$ cat src/rtl/sp_load_deser_if.sv
// ----------------------------------------------------------------------------
// sp_load_deser_if
//   Bundles the serial-in handshake and the parallel load outputs of
//   sp_load_deser. The interface carries no logic of its own.
//
//   Handshake: a bit on DI is transferred at a rising CK edge exactly when
//   DV and DRDY are both 1 at that edge. DV may rise or fall freely, and
//   DI is only meaningful while DV is 1. DRDY never depends on DV.
//
//   Signals
//     DI     master -> slave  serial data bit
//     DV     master -> slave  DI valid
//     ABORT  master -> slave  discard the partial word
//     DRDY   slave  -> master stage can accept a bit this cycle
//     Q      slave  -> master assembled WIDTH-bit word (to the bank D pins)
//     SP     slave  -> master one-cycle load strobe (to the bank SP pins)
//     PERR   slave  -> master one-cycle parity error pulse
// ----------------------------------------------------------------------------
interface sp_load_deser_if #(
  parameter int WIDTH = 8
);
  logic             DI;
  logic             DV;
  logic             ABORT;
  logic             DRDY;
  logic [WIDTH-1:0] Q;
  logic             SP;
  logic             PERR;

  modport master (
    output DI, DV, ABORT,
    input  DRDY, Q, SP, PERR
  );

  modport slave (
    input  DI, DV, ABORT,
    output DRDY, Q, SP, PERR
  );
endinterface

$ cat src/rtl/sp_load_deser.sv
// ----------------------------------------------------------------------------
// sp_load_deser
//   Serial-to-parallel load stage that feeds a bank of FD1P3JX enable flops.
//   It collects WIDTH serial bits into a word and then, for one cycle, drives
//   SP high while Q holds the new word. Q only changes on entry to LOAD, so
//   the word is stable for the whole strobe cycle and stays stable afterwards.
//
//   Optional feature: define PARITY_CHK_EN to add a PAR state. In that state
//   the stage takes one extra even-parity bit after the data bits. A good
//   parity bit loads the word. A bad one drops the word and pulses PERR.
//   If the macro is undefined, PERR is tied to 0.
//
//   Parameters
//     WIDTH      word length, 1..32
//     MSB_FIRST  1: first serial bit ends in Q[WIDTH-1]; 0: ends in Q[0]
//
//   Ports
//     CK           rising-edge clock
//     CD           synchronous active-high reset (highest priority)
//     bus          sp_load_deser_if.slave (DI, DV, ABORT, DRDY, Q, SP, PERR)
//     dbg_state_o  current FSM state (IDLE=0, SHIFT=1, PAR=2, LOAD=3)
// ----------------------------------------------------------------------------
module sp_load_deser #(
  parameter int WIDTH     = 8,
  parameter bit MSB_FIRST = 1'b1
) (
  input  logic                  CK,
  input  logic                  CD,
  sp_load_deser_if.slave        bus,
  output logic [1:0]            dbg_state_o
);

  localparam int CW = $clog2(WIDTH + 1);

  typedef enum logic [1:0] {
    S_IDLE  = 2'd0,
    S_SHIFT = 2'd1,
    S_PAR   = 2'd2,
    S_LOAD  = 2'd3
  } state_e;

  state_e           state_q;
  logic [CW-1:0]    cnt_q;
  logic [WIDTH-1:0] sh_q;
  logic [WIDTH-1:0] sh_d;
  logic [WIDTH-1:0] q_q;
  logic             sp_q;
  logic             last_bit;

  // The shift register with the incoming bit already inserted. Single-bit
  // writes keep this legal for WIDTH == 1.
  always_comb begin
    sh_d = '0;
    if (MSB_FIRST) begin
      sh_d    = sh_q << 1;
      sh_d[0] = bus.DI;
    end else begin
      sh_d          = sh_q >> 1;
      sh_d[WIDTH-1] = bus.DI;
    end
  end

  // The accept on this edge completes the word.
  assign last_bit = (cnt_q == CW'(WIDTH - 1));

`ifdef PARITY_CHK_EN
  logic perr_q;
  logic par_ok;
  // Even parity: XOR of the data bits and the parity bit must be 0.
  assign par_ok = ~((^sh_q) ^ bus.DI);
`endif

  always_ff @(posedge CK) begin
    if (CD) begin
      state_q <= S_IDLE;
      cnt_q   <= '0;
      sh_q    <= '0;
      q_q     <= '0;
      sp_q    <= 1'b0;
`ifdef PARITY_CHK_EN
      perr_q  <= 1'b0;
`endif
    end else begin
      sp_q   <= 1'b0;
`ifdef PARITY_CHK_EN
      perr_q <= 1'b0;
`endif
      case (state_q)
        S_IDLE, S_SHIFT: begin
          if (bus.ABORT) begin
            state_q <= S_IDLE;
            cnt_q   <= '0;
            sh_q    <= '0;
          end else if (bus.DV) begin
            sh_q  <= sh_d;
            cnt_q <= cnt_q + CW'(1);
            if (last_bit) begin
`ifdef PARITY_CHK_EN
              state_q <= S_PAR;
`else
              // Q is loaded on the same edge that enters LOAD.
              q_q     <= sh_d;
              sp_q    <= 1'b1;
              state_q <= S_LOAD;
`endif
            end else begin
              state_q <= S_SHIFT;
            end
          end
        end
`ifdef PARITY_CHK_EN
        S_PAR: begin
          if (bus.ABORT) begin
            state_q <= S_IDLE;
            cnt_q   <= '0;
            sh_q    <= '0;
          end else if (bus.DV) begin
            cnt_q <= '0;
            sh_q  <= '0;
            if (par_ok) begin
              q_q     <= sh_q;
              sp_q    <= 1'b1;
              state_q <= S_LOAD;
            end else begin
              // Drop the word. Q keeps the last good word.
              perr_q  <= 1'b1;
              state_q <= S_IDLE;
            end
          end
        end
`endif
        S_LOAD: begin
          // ABORT is ignored here. The strobe has already been issued.
          state_q <= S_IDLE;
          cnt_q   <= '0;
          sh_q    <= '0;
        end
        default: begin
          state_q <= S_IDLE;
          cnt_q   <= '0;
          sh_q    <= '0;
        end
      endcase
    end
  end

  // DRDY is gated by CD so that it reads 0 for the whole time reset is held.
  assign bus.DRDY    = ~CD & (state_q != S_LOAD);
  assign bus.Q       = q_q;
  assign bus.SP      = sp_q;
`ifdef PARITY_CHK_EN
  assign bus.PERR    = perr_q;
`else
  assign bus.PERR    = 1'b0;
`endif
  assign dbg_state_o = state_q;

endmodule

$ cat src/flat_wrapper.sv
// flat-port wrapper written by rule: the top's interface ports become plain ports
module sp_load_deser_flat 
#(
  parameter int WIDTH     = 8,
  parameter bit MSB_FIRST = 1'b1
)
  (CK, CD, dbg_state_o, bus_DI, bus_DV, bus_ABORT, bus_DRDY, bus_Q, bus_SP, bus_PERR);
  sp_load_deser_if #(.WIDTH(WIDTH)) bus_i ();
  input  logic CK;
  input  logic CD;
  output logic [1:0] dbg_state_o;
  input wire logic [$bits(bus_i.DI)-1:0] bus_DI;
  input wire logic [$bits(bus_i.DV)-1:0] bus_DV;
  input wire logic [$bits(bus_i.ABORT)-1:0] bus_ABORT;
  output wire logic [$bits(bus_i.DRDY)-1:0] bus_DRDY;
  output wire logic [$bits(bus_i.Q)-1:0] bus_Q;
  output wire logic [$bits(bus_i.SP)-1:0] bus_SP;
  output wire logic [$bits(bus_i.PERR)-1:0] bus_PERR;
  assign bus_i.DI = bus_DI;
  assign bus_i.DV = bus_DV;
  assign bus_i.ABORT = bus_ABORT;
  assign bus_DRDY = bus_i.DRDY;
  assign bus_Q = bus_i.Q;
  assign bus_SP = bus_i.SP;
  assign bus_PERR = bus_i.PERR;
  sp_load_deser #(.WIDTH(WIDTH), .MSB_FIRST(MSB_FIRST)) u_core (.CK(CK), .CD(CD), .bus(bus_i), .dbg_state_o(dbg_state_o));
endmodule
$ cat config.mk
export PLATFORM = sky130hd
export DESIGN_NAME = sp_load_deser_flat
export DESIGN_NICKNAME = d
export VERILOG_FILES = /design/src/rtl/sp_load_deser_if.sv /design/src/rtl/sp_load_deser.sv /design/src/flat_wrapper.sv
export SDC_FILE = /design/constraint.sdc
export NUM_CORES = 1
export LEC_CHECK = 0
export ABC_AREA = 1
export CORE_ASPECT_RATIO = 1.4
export CORE_UTILIZATION = 48
export CTS_CLUSTER_DIAMETER = 40
export CTS_CLUSTER_SIZE = 14
export DETAILED_ROUTE_END_ITERATION = 16
export PLACE_DENSITY = 0.75
export SETUP_SLACK_MARGIN = 0.2
export SLEW_MARGIN = 10
export SYNTH_ARGS = -nofsm -noshare
export SYNTH_HDL_FRONTEND = slang
export SYNTH_SLANG_ARGS = --single-unit
$ cat constraint.sdc
create_clock -name CK -period 1.4 [get_ports CK]
set_input_delay 0.35 -clock CK [delete_from_list [all_inputs] [get_ports CK]]
set_output_delay 0.35 -clock CK [all_outputs]
set_load 0.02 [all_outputs]
Word level (Yosys, flattened, before mapping)
Cells that the tools add are included.
W data, S select, Z words.
{"block": "word_totals", "ff_bits": 22, "output_inout_bits": 13, "wordCells": 21}
{"block": "classes", "add_sub_neg": 1, "eq_ne": 3, "mux": 2, "bitwise": 5, "n_reduce_logical": 5}
{"operator": "$add A4 B1 Y4 const B", "n": 1}
{"operator": "$eq A4 B3 Y1 const B", "n": 1}
{"operator": "$not A1 Y1", "n": 4}
{"operator": "$reduce_and A4 Y1", "n": 1}
{"operator": "$reduce_or A4 Y1", "n": 1}
{"operator": "$reduce_or A3 Y1", "n": 1}
{"operator": "$eq A2 B1 Y1 const B", "n": 1}
{"operator": "$logic_not A2 Y1", "n": 1}
{"operator": "$mux W2", "n": 1}
{"operator": "$ne A2 B2 Y1 const B", "n": 1}
{"operator": "$reduce_or A2 Y1", "n": 1}
{"operator": "$and A1 B1 Y1", "n": 1}
{"operator": "$mux W1", "n": 1}

Depth between registers and ports, before layout
{"block": "logic_depth", "word_depth": 4, "ltp_mapped": 6, "mapped_depth_nobuf": 6}

Worst setup path after synthesis
OpenSTA, ideal clock, no wires.
{"block": "synth_path", "kind": "register to output", "startpoint": "reg u_core.state_q[1], in the netlist u_core.dbg_state_o[1]", "endpoint": "out bus_DRDY", "arrival_ps": 762, "required_ps": 1050, "slack_ps": 288, "stages_incl_launch_ff": 2, "path_buffers": 0, "cell_sequence": "dfxtp_1 -> a21oi_1"}
{"block": "synth_between", "elab_chain_len": 2}
{"element": "start: declaration", "line_no": "sp_load_deser.sv:42", "text": "state_e state_q;"}
{"element": "start signal: assignment", "line_no": "sp_load_deser.sv:75", "text": "state_q <= S_IDLE;"}
{"element": "start signal: assignment", "line_no": "sp_load_deser.sv:91", "text": "state_q <= S_IDLE;"}
{"element": "start signal: assignment", "line_no": "sp_load_deser.sv:104", "text": "state_q <= S_LOAD;"}
{"element": "$ne A2 B2 Y1", "line_no": "sp_load_deser.sv:148", "text": "assign bus.DRDY = ~CD & (state_q != S_LOAD);"}
{"element": "$and A1 B1 Y1", "line_no": "sp_load_deser.sv:148"}
{"element": "end: declaration", "line_no": "flat_wrapper.sv:15", "text": "output wire logic [$bits(bus_i.DRDY)-1:0] bus_DRDY;"}
Every way passes these cells.

Worst setup path after layout
{"block": "layout_path", "startpoint": "reg u_core.state_q[0], in the netlist u_core.dbg_state_o[0]", "endpoint": "out bus_DRDY"}
Same word-level chain as after synthesis.

==> qor.txt <==
Outcome: complete, no violations
PortBufs: 16
Via count of the routed design: 815
Setup violators final: 0
Final HPWL DP: 1230 µm
Ys async rst share: 0%
Most common cell in the synthesized netlist: nand2_1
Finished Layout Cells: 164
H-tree Lvls: 1
Syn Std Cell Area: 877 µm²
Setup TNS: 0 ns
First-pass GRT wire length: 2950 µm
Top_reg_cell synth: dfxtp_1
Worst Path Required: 1.05 ns
WS Path Type: flop to output port
R2R Setup Slk: 0.22 ns
Setup slack after layout: 0.105 ns
Post-synth EDFFs: 0
Max-cap viol count: 0
Synth Register Bits: 22
CP arrival: 0.95 ns
Row cnt: 17
Drt pass-1 iters: 4
Clock buffer count from CTS: 3
Buffers and inverters on the worst path: 1
Worst path slowest cell: dfxtp_2
Syn Area/Cell: 7.31 µm²
GRT Total Usage: 20.5%
Largest net degree at the start of global routing: 13
Fin nets: 152
Clock sink total: 22
Min cycle time layout: 1.30 ns
Initial Util: 53.6%
Root buffer cell: clkbuf_4
Placed instance count: 159
Clock tree buffer depth: 2
Syn nets: 126
Die width: 38.1 µm
Avg WL per Cell: 11.5 µm
Max-slew violations: 0
Delay-heaviest family, CP: flip-flops
GR Overflow Total: 0
Synth top area share: 50.2%
Period utilisation layout: 92.5%
Area contributors post-synth: dfxtp_1, nand2_1, nor2_1
Worst Clk Skew: 0.00148 ns
Layout area overhead: 36.4%
Clock slew at reported path FFs: 0.12 ns
Sequential share of the synthesized area: 50.2%
Clk Latency, worst-skew pair: 0.30 ns
Critical path peak fanout: 3
Fill cell count: 145
DRC viols: 0
Die area: 0.00200 mm²
Post-synth top cells: nand2_1, dfxtp_1, nor2_1
Power Density: 897 mW/mm²
Post-layout utilization of the core: 73.0%
Maximum operating frequency: 0.772 GHz
Startpoint Class: flop
Lkg Pwr: 0.483 nW
DRT iter0 DRCs: 18
Kind of end point of the critical path: output port
Antenna Nets Post-Route: 0
Final Hold Vio Count: 0
CTS Hold Bufs: 0
Vias in the first global route: 717
Core Box Area: 0.00164 mm²
CTS tree: yes
Die height: 52.6 µm
Total Wirelength: 1880 µm
Share of layout cells above drive strength 1: 33.1%
Worst path max stage delay: 0.36 ns
Worst hold path class: input pin to flop
GPL Wtd Cong: 0.702
Worst vdd ir: 814 µV
Number of antenna diodes: 0
Place WS: -0.492 ns
Cells after Synth: 120
Detailed-route vias per instance: 4.97
RSZ-0062 raised after global routing: true
Yosys top cell by area: dfxtp_1
Crit-path cells: a21oi_2 > buf_6
I/O Pins: 18
Initial antenna violation count: 0
Distinct cells, synth: 16
Syn. warnings: 0
==> layout make-up <==
cell class	instances	area [µm²]	area share, %
Sequential cell	22	450	37.7
Multi-Input combinational cell	82	445	37.2
Timing Repair Buffer	23	188	15.7
Inverter	14	52.6	4.39
Clock buffer	4	36.3	3.03
Tap cell	19	23.8	1.99
==> power by group <==
part           internal, mW  leakage (nW)  switching, mW
Combinational        0.0384         0.282         0.0534
Clock                 0.159        0.0210          0.189
Sequential            0.628         0.180        0.00491
Total                 0.825         0.483          0.248
==> repair_timing <==
item | in CTS | in global routing
setup endpoints to repair | 21 | 27
resized for setup | 58 | 23
pin swaps | 2 | 6
endpoints found under the hold margin | 0 | 0
buffers inserted | 0 | 1
==> per-stage QoR <==
stage | hold slack (ns) | power [mW] | area [µm²]
floorplan | 0.429 | 0.692 | 877
global placement | 0.450 | 0.732 | 1110
detailed placement | 0.460 | 0.734 | 1110
CTS | 0.457 | 1.07 | 1100
global route | 0.482 | 1.11 | 1200
finish | 0.460 | 1.07 | 1200
==> layer usage <==
layer | GRT usage [%] | share of wire, %
met3 | 2.55 | 2.6
met4 | 8.93 | 0.90
met5 | 0 | 0
met1 | 24.4 | 44
met2 | 35.3 | 53
==> cells by family after synthesis <==
kind of cell | after synthesis | synth area share, %
buffers and inverters | 16 | 7.42
flip-flops | 22 | 50.2
other | 1 | 0.428
adder cells (fa/ha/maj) | 1 | 1.43
AO/OA/AOI/OAI | 13 | 7.42
AND/OR/NAND/NOR | 67 | 33.1
==> worst paths after layout <==
path / from / end / cells past startpoint
max: u_core.dbg_state_o[0] / bus_DRDY / 2
min: bus_ABORT / u_core.dbg_state_o[1] / 5
max reg2reg: u_core.cnt_q[1] / u_core.bus.Q[2] / 6
min reg2reg: u_core.cnt_q[0] / u_core.cnt_q[0] / 1
==> tightest hold or removal path: stages <==
cell            delay, ns
dlymetal6s2s_1       0.10
inv_2                0.05
nand3_2              0.09
buf_4                0.11
nor3_1               0.04
==> registers in the layout, summed over array words and instances, names as in the netlist <==
| signal | cells |
|---|---|
| u_core.bus.Q | 8 |
| u_core.sh_q | 7 |
| u_core.cnt_q | 4 |
| u_core.dbg_state_o | 2 |
| u_core.bus.SP | 1 |
==> cell usage in the layout (no fill, tap or decap), types with 2 or more instances in the layout <==
cell type | netlist | routed
inv_2 | 2 | 3
dfxtp_2 | 0 | 2
dfxtp_4 | 0 | 2
nand2_1 | 29 | 27
buf_4 | 1 | 11
o21ai_0 | 2 | 2
nor2_4 | 2 | 3
a21oi_1 | 11 | 10
nand2_2 | 0 | 2
buf_2 | 1 | 6
dlymetal6s2s_1 | 0 | 2
nand3_2 | 1 | 10
nor2_1 | 22 | 21
inv_1 | 12 | 11
nor3_1 | 3 | 3
dfxtp_1 | 22 | 18
clkbuf_4 | 0 | 3
Note: power is estimated with default switching activity, not from simulation.
